$ cat config.mk
export PLATFORM = sky130hd
export DESIGN_NAME = wb_result_merger_flat
export DESIGN_NICKNAME = d
export VERILOG_FILES = /design/src/rtl/wb_result_merger_if.sv /design/src/rtl/wb_result_merger.sv /design/src/flat_wrapper.sv
export SDC_FILE = /design/constraint.sdc
export NUM_CORES = 2
export LEC_CHECK = 0
export BUFFER_PORTS_ARGS = -buffer_cell sky130_fd_sc_hd__buf_4
export CORE_AREA = 2 2 459 461
export CTS_CLUSTER_SIZE = 8
export DETAILED_ROUTE_END_ITERATION = 8
export DIE_AREA = 0 0 461 463
export GPL_TIMING_DRIVEN = 0
export HOLD_SLACK_MARGIN = 0.06
export SYNTH_ARGS = -nofsm -noshare
export SYNTH_HDL_FRONTEND = slang
export SYNTH_SLANG_ARGS = --single-unit
$ cat constraint.sdc
create_clock -name clk_i -period 36.1 [get_ports clk_i]
set_input_delay 1.805 -clock clk_i [delete_from_list [all_inputs] [get_ports clk_i]]
set_output_delay 1.805 -clock clk_i [all_outputs]
set_load 0.02 [all_outputs]
$ cat src/rtl/wb_result_merger_if.sv
// Bundle of the per-producer writeback inputs and the merged scoreboard port.
// The merger takes the slave view; producers and scoreboard drive the master view.
interface wb_result_merger_if #(
  parameter int unsigned NrSrc       = 5,
  parameter int unsigned XLEN        = 64,
  parameter int unsigned TransIdBits = 3
);
  localparam int unsigned SrcW = (NrSrc > 1) ? $clog2(NrSrc) : 1;

  logic [NrSrc-1:0]                  src_valid_i;
  logic [NrSrc-1:0][TransIdBits-1:0] src_trans_id_i;
  logic [NrSrc-1:0][XLEN-1:0]        src_result_i;
  logic [NrSrc-1:0]                  src_ex_valid_i;
  logic [NrSrc-1:0][XLEN-1:0]        src_ex_cause_i;
  logic [NrSrc-1:0][XLEN-1:0]        src_ex_tval_i;
  logic [NrSrc-1:0]                  src_ready_o;

  logic                   wb_valid_o;
  logic                   wb_ready_i;
  logic [SrcW-1:0]        wb_src_o;
  logic [TransIdBits-1:0] wb_trans_id_o;
  logic [XLEN-1:0]        wb_result_o;
  logic                   wb_ex_valid_o;
  logic [XLEN-1:0]        wb_ex_cause_o;
  logic [XLEN-1:0]        wb_ex_tval_o;

  modport master (
    output src_valid_i, src_trans_id_i, src_result_i,
           src_ex_valid_i, src_ex_cause_i, src_ex_tval_i, wb_ready_i,
    input  src_ready_o, wb_valid_o, wb_src_o, wb_trans_id_o, wb_result_o,
           wb_ex_valid_o, wb_ex_cause_o, wb_ex_tval_o
  );

  modport slave (
    input  src_valid_i, src_trans_id_i, src_result_i,
           src_ex_valid_i, src_ex_cause_i, src_ex_tval_i, wb_ready_i,
    output src_ready_o, wb_valid_o, wb_src_o, wb_trans_id_o, wb_result_o,
           wb_ex_valid_o, wb_ex_cause_o, wb_ex_tval_o
  );
endinterface

$ cat src/rtl/wb_result_merger.sv
// Merges execute-stage writeback results through per-source FIFOs and a round-robin
// arbiter onto one scoreboard port; one cycle minimum latency, pops only on wb_ready_i.
module wb_result_merger #(
  parameter int unsigned NrSrc       = 5,
  parameter int unsigned Depth       = 2,
  parameter int unsigned XLEN        = 64,
  parameter int unsigned TransIdBits = 3
) (
  input  logic              clk_i,
  input  logic              rst_ni,
  input  logic              flush_i,
  wb_result_merger_if.slave bus,
  output logic              overflow_o
);
  localparam int unsigned PtrW = $clog2(Depth);
  localparam int unsigned CntW = $clog2(Depth) + 1;
  localparam int unsigned SrcW = (NrSrc > 1) ? $clog2(NrSrc) : 1;
  localparam logic [CntW-1:0] DepthC  = CntW'(Depth);
  localparam logic [SrcW-1:0] LastSrc = SrcW'(NrSrc - 1);

  typedef struct packed {
    logic [TransIdBits-1:0] trans_id;
    logic [XLEN-1:0]        result;
    logic                   ex_valid;
    logic [XLEN-1:0]        ex_cause;
    logic [XLEN-1:0]        ex_tval;
  } entry_t;

  entry_t          mem_q  [NrSrc][Depth];
  entry_t          din    [NrSrc];
  logic [PtrW-1:0] wptr_q [NrSrc];
  logic [PtrW-1:0] wptr_d [NrSrc];
  logic [PtrW-1:0] rptr_q [NrSrc];
  logic [PtrW-1:0] rptr_d [NrSrc];
  logic [CntW-1:0] cnt_q  [NrSrc];
  logic [CntW-1:0] cnt_d  [NrSrc];
  logic [SrcW-1:0] rr_q, rr_d;
  logic            overflow_q, overflow_d;

  logic [NrSrc-1:0] cand, full, push, pop, drop;
  logic [SrcW-1:0]  grant, idx;
  logic             found, wb_vld, pop_vld;
  entry_t           head;

  always_comb begin
    for (int i = 0; i < NrSrc; i++) begin
      din[i].trans_id = bus.src_trans_id_i[i];
      din[i].result   = bus.src_result_i[i];
      din[i].ex_valid = bus.src_ex_valid_i[i];
      din[i].ex_cause = bus.src_ex_cause_i[i];
      din[i].ex_tval  = bus.src_ex_tval_i[i];
    end
  end

  always_comb begin
    cand = '0;
    full = '0;
    for (int i = 0; i < NrSrc; i++) begin
      cand[i] = (cnt_q[i] != '0);
      full[i] = (cnt_q[i] == DepthC);
    end
  end

  // Round-robin scan starting at rr_q; the first non-empty FIFO wins.
  always_comb begin
    found = 1'b0;
    grant = '0;
    idx   = '0;
    for (int k = 0; k < NrSrc; k++) begin
      idx = SrcW'((int'(rr_q) + k) % NrSrc);
      if (!found && cand[idx]) begin
        found = 1'b1;
        grant = idx;
      end
    end
  end

  assign wb_vld  = |cand;
  assign pop_vld = wb_vld && bus.wb_ready_i;

  // A full FIFO still accepts a push when its head leaves in the same cycle.
  always_comb begin
    pop  = '0;
    push = '0;
    drop = '0;
    for (int i = 0; i < NrSrc; i++) begin
      pop[i]    = pop_vld && (grant == SrcW'(i));
      push[i]   = bus.src_valid_i[i] && !flush_i && (!full[i] || pop[i]);
      drop[i]   = bus.src_valid_i[i] && !flush_i && full[i] && !pop[i];
      wptr_d[i] = wptr_q[i];
      rptr_d[i] = rptr_q[i];
      cnt_d[i]  = cnt_q[i];
      if (flush_i) begin
        wptr_d[i] = '0;
        rptr_d[i] = '0;
        cnt_d[i]  = '0;
      end else begin
        if (push[i]) wptr_d[i] = wptr_q[i] + PtrW'(1);
        if (pop[i])  rptr_d[i] = rptr_q[i] + PtrW'(1);
        if (push[i] && !pop[i])      cnt_d[i] = cnt_q[i] + CntW'(1);
        else if (pop[i] && !push[i]) cnt_d[i] = cnt_q[i] - CntW'(1);
      end
    end
  end

  always_comb begin
    rr_d = rr_q;
    if (flush_i)      rr_d = '0;
    else if (pop_vld) rr_d = (grant == LastSrc) ? '0 : grant + SrcW'(1);
    overflow_d = overflow_q | (|drop);
  end

  always_ff @(posedge clk_i) begin
    if (!rst_ni) begin
      for (int i = 0; i < NrSrc; i++) begin
        wptr_q[i] <= '0;
        rptr_q[i] <= '0;
        cnt_q[i]  <= '0;
      end
      rr_q       <= '0;
      overflow_q <= 1'b0;
    end else begin
      for (int i = 0; i < NrSrc; i++) begin
        wptr_q[i] <= wptr_d[i];
        rptr_q[i] <= rptr_d[i];
        cnt_q[i]  <= cnt_d[i];
      end
      rr_q       <= rr_d;
      overflow_q <= overflow_d;
    end
  end

  // Storage needs no reset: the output mux silences everything while no FIFO holds data.
  always_ff @(posedge clk_i) begin
    for (int i = 0; i < NrSrc; i++) begin
      if (rst_ni && push[i]) mem_q[i][wptr_q[i]] <= din[i];
    end
  end

  always_comb begin
    head = '0;
    if (wb_vld) head = mem_q[grant][rptr_q[grant]];
  end

  assign bus.src_ready_o   = ~full;
  assign bus.wb_valid_o    = wb_vld;
  assign bus.wb_src_o      = wb_vld ? grant : '0;
  assign bus.wb_trans_id_o = head.trans_id;
  assign bus.wb_result_o   = head.result;
  assign bus.wb_ex_valid_o = head.ex_valid;
  assign bus.wb_ex_cause_o = head.ex_cause;
  assign bus.wb_ex_tval_o  = head.ex_tval;
  assign overflow_o        = overflow_q;
endmodule

$ cat src/flat_wrapper.sv
// flat-port wrapper written by rule: the top's interface ports become plain ports
module wb_result_merger_flat 
#(
  parameter int unsigned NrSrc       = 5,
  parameter int unsigned Depth       = 2,
  parameter int unsigned XLEN        = 64,
  parameter int unsigned TransIdBits = 3
)
  (clk_i, rst_ni, flush_i, overflow_o, bus_src_valid_i, bus_src_trans_id_i, bus_src_result_i, bus_src_ex_valid_i, bus_src_ex_cause_i, bus_src_ex_tval_i, bus_wb_ready_i, bus_src_ready_o, bus_wb_valid_o, bus_wb_src_o, bus_wb_trans_id_o, bus_wb_result_o, bus_wb_ex_valid_o, bus_wb_ex_cause_o, bus_wb_ex_tval_o);
  wb_result_merger_if #(.NrSrc(NrSrc), .XLEN(XLEN), .TransIdBits(TransIdBits)) bus_i ();
  input  logic clk_i;
  input  logic rst_ni;
  input  logic flush_i;
  output logic overflow_o;
  input wire logic [$bits(bus_i.src_valid_i)-1:0] bus_src_valid_i;
  input wire logic [$bits(bus_i.src_trans_id_i)-1:0] bus_src_trans_id_i;
  input wire logic [$bits(bus_i.src_result_i)-1:0] bus_src_result_i;
  input wire logic [$bits(bus_i.src_ex_valid_i)-1:0] bus_src_ex_valid_i;
  input wire logic [$bits(bus_i.src_ex_cause_i)-1:0] bus_src_ex_cause_i;
  input wire logic [$bits(bus_i.src_ex_tval_i)-1:0] bus_src_ex_tval_i;
  input wire logic [$bits(bus_i.wb_ready_i)-1:0] bus_wb_ready_i;
  output wire logic [$bits(bus_i.src_ready_o)-1:0] bus_src_ready_o;
  output wire logic [$bits(bus_i.wb_valid_o)-1:0] bus_wb_valid_o;
  output wire logic [$bits(bus_i.wb_src_o)-1:0] bus_wb_src_o;
  output wire logic [$bits(bus_i.wb_trans_id_o)-1:0] bus_wb_trans_id_o;
  output wire logic [$bits(bus_i.wb_result_o)-1:0] bus_wb_result_o;
  output wire logic [$bits(bus_i.wb_ex_valid_o)-1:0] bus_wb_ex_valid_o;
  output wire logic [$bits(bus_i.wb_ex_cause_o)-1:0] bus_wb_ex_cause_o;
  output wire logic [$bits(bus_i.wb_ex_tval_o)-1:0] bus_wb_ex_tval_o;
  assign bus_i.src_valid_i = bus_src_valid_i;
  assign bus_i.src_trans_id_i = bus_src_trans_id_i;
  assign bus_i.src_result_i = bus_src_result_i;
  assign bus_i.src_ex_valid_i = bus_src_ex_valid_i;
  assign bus_i.src_ex_cause_i = bus_src_ex_cause_i;
  assign bus_i.src_ex_tval_i = bus_src_ex_tval_i;
  assign bus_i.wb_ready_i = bus_wb_ready_i;
  assign bus_src_ready_o = bus_i.src_ready_o;
  assign bus_wb_valid_o = bus_i.wb_valid_o;
  assign bus_wb_src_o = bus_i.wb_src_o;
  assign bus_wb_trans_id_o = bus_i.wb_trans_id_o;
  assign bus_wb_result_o = bus_i.wb_result_o;
  assign bus_wb_ex_valid_o = bus_i.wb_ex_valid_o;
  assign bus_wb_ex_cause_o = bus_i.wb_ex_cause_o;
  assign bus_wb_ex_tval_o = bus_i.wb_ex_tval_o;
  wb_result_merger #(.NrSrc(NrSrc), .Depth(Depth), .XLEN(XLEN), .TransIdBits(TransIdBits)) u_core (.clk_i(clk_i), .rst_ni(rst_ni), .flush_i(flush_i), .bus(bus_i), .overflow_o(overflow_o));
endmodule
**Yosys cells after proc, flatten, opt, wreduce, memory -nomap -nowiden**

Memory sizes are Yosys's and may differ from the RTL's.
Index checks and enable logic that the tools add are counted.

- Bits in registers: 4
- Memory bits (writable): 1980
- Bits of input ports: 989
- Word-level logic and storage cells: 266
- Memories kept: 4

- Add/subtract/negate cells: 25
- Divide/modulo/power cells: 5
- Order comparisons: 16
- Eq/ne operators: 9
- Muxes and demuxes: 97
- Bitwise logic cells: 24
- Reductions and logical operators: 84

Memory list:

| memory | words | bits a word | rd ports | clocked after Yosys merged registers in | wr ports | RTL line | text |
|---|---|---|---|---|---|---|---|
| u_core.mem_q | 5 | 392 | 1 | 0 | 5 | wb_result_merger.sv:29 | `entry_t mem_q [NrSrc][Depth];` |
| u_core.cnt_q | 5 | 2 | 5 | 0 | 5 | wb_result_merger.sv:35 | `logic [CntW-1:0] cnt_q [NrSrc];` |
| u_core.rptr_q | 5 | 1 | 6 | 0 | 5 | wb_result_merger.sv:33 | `logic [PtrW-1:0] rptr_q [NrSrc];` |
| u_core.wptr_q | 5 | 1 | 5 | 0 | 5 | wb_result_merger.sv:31 | `logic [PtrW-1:0] wptr_q [NrSrc];` |

Operators by type and width:

| operator | number |
|---|---|
| $mux W392 | 5 |
| $mux W196 | 9 |
| $demux W196 S1 | 5 |
| $mod A32 B3 Y32 const B | 4 |
| $logic_and A1 B1 Y1 | 50 |
| $mux W1 | 46 |
| $mux W2 | 20 |
| $mod A3 B3 Y32 const B | 1 |
| $mux W3 | 7 |
| $logic_not A1 Y1 | 20 |
| $lt A3 B4 Y1 const B | 5 |
| $or A1 B1 Y1 | 16 |
| $bmux W1 S3 | 5 |
| $ge A2 B2 Y1 const B | 6 |
| $not A1 Y2 | 6 |
| $add A1 B1 Y1 const B | 10 |
| $add A2 B1 Y2 const B | 5 |
| $eq A2 B2 Y1 const B | 5 |
| $lt A2 B1 Y1 const B | 5 |
| $reduce_bool A2 Y1 | 5 |
| $reduce_or A5 Y1 | 2 |
| $sub A2 B1 Y2 const B | 5 |
| $add A3 B2 Y4 const B | 2 |
| $eq A3 B2 Y1 const B | 2 |
| 10 further kinds | 14 |

**Longest topological paths before layout**

An unclocked memory read counts as a cell.

- Word-level depth: 27
- Mapped depth: 30
- Depth with buffers taken out: 24

**Least setup slack after synthesis**

OpenSTA, ideal clock, no wires.

- Kind: reg2reg
- Start: register u_core.rr_q[1]
- End: memory u_core.mem_q[3][196] (netlist bit) (enable)
- Arrival: 13.273 ns
- Setup slack: 22.072 ns
- Stages on the path, launching flop included: 28
- Path through: dfxtp_1 clkbuf_1 inv_1 ha_1 inv_1 ha_1 clkbuf_1 inv_1 ha_1 inv_1 ha_1 nor2b_1 o21ai_0 o211ai_1 o21ai_0 mux2_2 a21o_1 a32oi_1 o211a_1 buf_2 clkbuf_1 clkbuf_1 ha_1 ha_1 a21oi_1 nor3b_1 nand2_1 nor2_1

RTL lines:

| item | RTL line | text |
|---|---|---|
| from (decl) | wb_result_merger.sv:37 | `logic [SrcW-1:0] rr_q, rr_d;` |
| from (signal assigned) | wb_result_merger.sv:128 | `rr_q <= rr_d;` |
| to (decl) | wb_result_merger.sv:29 |  |

**Final worst setup path**

- Start: register u_core.rr_q[1]
- End: output port bus_wb_ex_cause_o[22]

- Word-level cells in the longest chain between the ends: 22
- Elaborated cells between the ends (all ways): 43

Ends and longest elaborated chain:

| item | RTL line | text |
|---|---|---|
| branches (longest 15 deep; another with $mod A32 B3 Y32) | -- |  |
| $mux W3 (*) | wb_result_merger.sv:71 | `if (!found && cand[idx]) begin` |
| $mem_v2 Z5 W1 | -- |  |
| $not A1 Y2 (implied by the code) | wb_result_merger.sv:142 | `if (wb_vld) head = mem_q[grant][rptr_q[grant]];` |
| $mux W196 (implied by the code) (*) (3 in a row) | wb_result_merger.sv:142 |  |
| $mux W196 (*) | wb_result_merger.sv:142 |  |
| to (decl) | flat_wrapper.sv:28 | `output wire logic [$bits(bus_i.wb_ex_cause_o)-1:0] bus_wb_ex_cause_o;` |

Every way passes the cells marked *. The select of a mux whose other input is x is not followed.

==> results.md <==
- Seq/Total Area, Yosys: 0.759
- Vias in the first global route: 53.3k
- Die ar.: 213000 um^2
- Residual DRC: 0
- RSZ-0062 raised after global routing: false
- Global-route wire length before repair: 435000 um
- Period Utilization, post-route: 0.304
- HPWL Detailed: 233000 um
- Met2 wire length: 153000 um
- Synth cell types: 77
- Rows: 168
- Layout cell share with drive strength beyond 1: 0.306
- Top area cells in the synthesized netlist: edfxtp_1, mux2i_1, nand2_1, mux2_2, a311o_1
- Post-synth EDFFs: 1960
- Failing checks: capacitance limit
- Clock buffer depth: 4
- Critical setup path kind: reg -> out
- WL final: 325000 um
- Post-synth top area cell: edfxtp_1
- Maxcap violations: 1
- First-pass DRT Iterations: 7
- Max Transition Viols Final: 0
- Fmax: 91.0 MHz
- Slew HR: 0.00861
- Mapped Area: 78100 um^2
- WL/cell: 34.9 um
- Synthesis-stage register bit count: 1984
- I/O Buffers: 1194
- Hold Buf Count CTS: 0
- Total GRT Usage: 0.294
- Via-per-instance ratio: 5.77
- # setup viols final: 0
- Asr flop ratio synth: 0
- Hold Fails Final Rpt: 0
- Synth Area per Inst: 16.3 um^2
- Highest routed layer: met5
- TritonCTS Buffers: 300
- Synth top area share: 0.753
- Least-Margin Pin Slew: 1490 ps
- Setup Skew: 58.6 ps
- Die height: 463 um
- Starting Density: 0.375
- Yosys warnings: 0
- Hold Path Class: reg -> reg
- Post-route ant nets: 0
- Wl on met1: 118000 um
- Die width: 461 um
- Clock Latency Late Sink: 940 ps
- Layout Nets: 7393
- Core Region: 209000 um^2
- Postcts setup bufs: 0
- Starting DRC count in detailed routing: 6844
- Ports: 1195
- Worst Path Required: 34290 ps
- TritonCTS clock tree: done
- Via count: 53.8k
- Clk pin slew, worst setup/hold paths: 50 ps
- Mapped Nets: 5821
- Critical Path Start Type: register
- Cells after synthesis: 4807
- Clk sinks: 1984
- Top_reg_cell synth: edfxtp_1
- Pin count of the biggest net entering global routing: 47
- P&R area growth vs syn: 28.7%
- Initial antenna violation count: 175
- Gp weighted congestion: 0.894
- Setup tns final: 0 ps
- Clock root buffer: clkbuf_16
- CP max FO: 10
- Period minus WS final: 10990 ps
- Number of fillers in the final layout: 18.1k
- Wire length on met3: 36200 um
- Grt ovf: 0
- Post_cts resized: 0
- Status: finished, violations left
- Crit path capture type: output port
- WP data arrival: 9180 ps
- H-tree levels: 5
cell type report:
| class | instances | area, um^2 | area share |
|---|---|---|---|
| well taps | 2805 | 3510 | 0.0349 |
| plain buffers | 322 | 1510 | 0.0150 |
| repair buffers | 1270 | 10700 | 0.107 |
| flip-flops and latches | 1984 | 59300 | 0.590 |
| clock inverters | 17 | 211 | 0.00210 |
| inverters | 16 | 60.1 | 0.000597 |
| diodes | 103 | 258 | 0.00256 |
| multi-input cells | 2485 | 17300 | 0.172 |
| clock buffers | 321 | 7670 | 0.0763 |
worst paths after layout:
path | end | cells after the start | from | slack, ps
hold reg to reg | u_core.overflow_o | 1 | u_core.overflow_o | 480
setup / recovery | bus_wb_ex_cause_o[22] | 24 | u_core.rr_q[1] | 25110
hold / removal | u_core.overflow_o | 1 | u_core.overflow_o | 480
setup reg to reg | u_core.mem_q[3][82] | 27 | u_core.rr_q[1] | 26470
kinds of logic after synthesis:
| family | share of synthesized area |
|---|---|
| flip-flops | 0.759 |
| AND/OR/NAND/NOR | 0.0481 |
| AO/OA/AOI/OAI | 0.0854 |
| multiplexers | 0.0799 |
| buffers and inverters | 0.0200 |
| XOR/XNOR | 0.00323 |
| adder cells (fa/ha/maj) | 0.00400 |
metal layers:
metal,vias up,GRT usage
met5,-,0
met4,120,0.163
met3,756,0.0975
met2,3656,0.467
met1,27100,0.352
li1,22200,-
state kept, by name, indices dropped and copies added (netlist names):
signal / count
u_core.cnt_q: 10
u_core.mem_q: 1960
u_core.overflow_o: 1
u_core.rptr_q: 5
u_core.rr_q: 3
u_core.wptr_q: 5
placed cells by master, fill, tap and decap left out, types with 6 or more instances in the layout:
cell type / synthesis / layout
nor3_1: 8 / 8
a311o_1: 193 / 193
a21oi_1: 218 / 218
diode_2: 0 / 103
a31oi_1: 11 / 11
nand3_1: 12 / 12
ha_1: 25 / 25
buf_1: 21 / 21
nand2_1: 615 / 615
o211ai_1: 8 / 8
or3_1: 7 / 7
a221oi_1: 193 / 193
dfxtp_1: 24 / 24
buf_16: 0 / 31
buf_2: 114 / 114
inv_6: 0 / 6
o21ai_0: 14 / 14
clkbuf_2: 0 / 9
buf_6: 10 / 10
o22ai_1: 197 / 197
xnor2_1: 11 / 11
mux2_2: 197 / 197
inv_1: 13 / 13
nor2_1: 240 / 235
o21a_1: 8 / 8
nor3b_1: 7 / 7
clkbuf_1: 159 / 167
clkbuf_16: 0 / 304
mux2i_1: 397 / 397
nand2b_1: 12 / 12
buf_12: 0 / 45
edfxtp_1: 1960 / 1960
xor2_1: 16 / 16
buf_4: 17 / 1211
stage by stage:
| stage | util | cell area [um^2] | cells | hold WS, ps | worst slack (ps) |
|---|---|---|---|---|---|
| floorplan | - | 78100 | 4807 | 475 | 22070 |
| global placement | 0.435 | 90600 | 8806 | 456 | 8780 |
| detailed placement | 0.443 | 92400 | 8882 | 469 | 26080 |
| CTS | 0.481 | 100000 | 9220 | 482 | 25050 |
| global route | 0.482 | 100000 | 9290 | 510 | 24640 |
| finish | 0.482 | 101000 | 9323 | 482 | 25110 |
synthesized netlist by cell type, types with 7 or more instances:
cell and count:
xor2_1 16, or3_1 7, nand3_1 12, inv_1 13
xnor2_1 11, nand2_1 615, buf_4 17, a221oi_1 193
ha_1 25, o21a_1 8, mux2i_1 397, a31oi_1 11
nand2b_1 12, o22ai_1 197, and3_1 7, buf_2 114
dfxtp_1 24, buf_1 21, nor3b_1 7, mux2_2 197
edfxtp_1 1960, a21oi_1 218, nor3_1 8, buf_6 10
a311o_1 193, o211ai_1 8, nor2_1 240, clkbuf_1 159
o21ai_0 14
critical path: stages (launching register included):
cell	delay [ps]
dfxtp_1	490
clkbuf_1	390
inv_1	280
ha_1	310
inv_1	110
ha_1	130
clkbuf_1	380
inv_1	170
ha_1	230
nor3_1	300
nor2_1	200
o21a_1	160
o21ai_0	400
mux2_2	410
a21o_1	220
o311ai_0	370
o21a_1	420
inv_1	180
nand2_1	400
buf_2	670
buf_1	960
o22ai_1	250
a311o_1	330
a21oi_1	260
buf_4	240
Power is left out: the tool's default activity adds up to more than one toggle a clock period on the data nets, which glitch-free logic cannot reach.
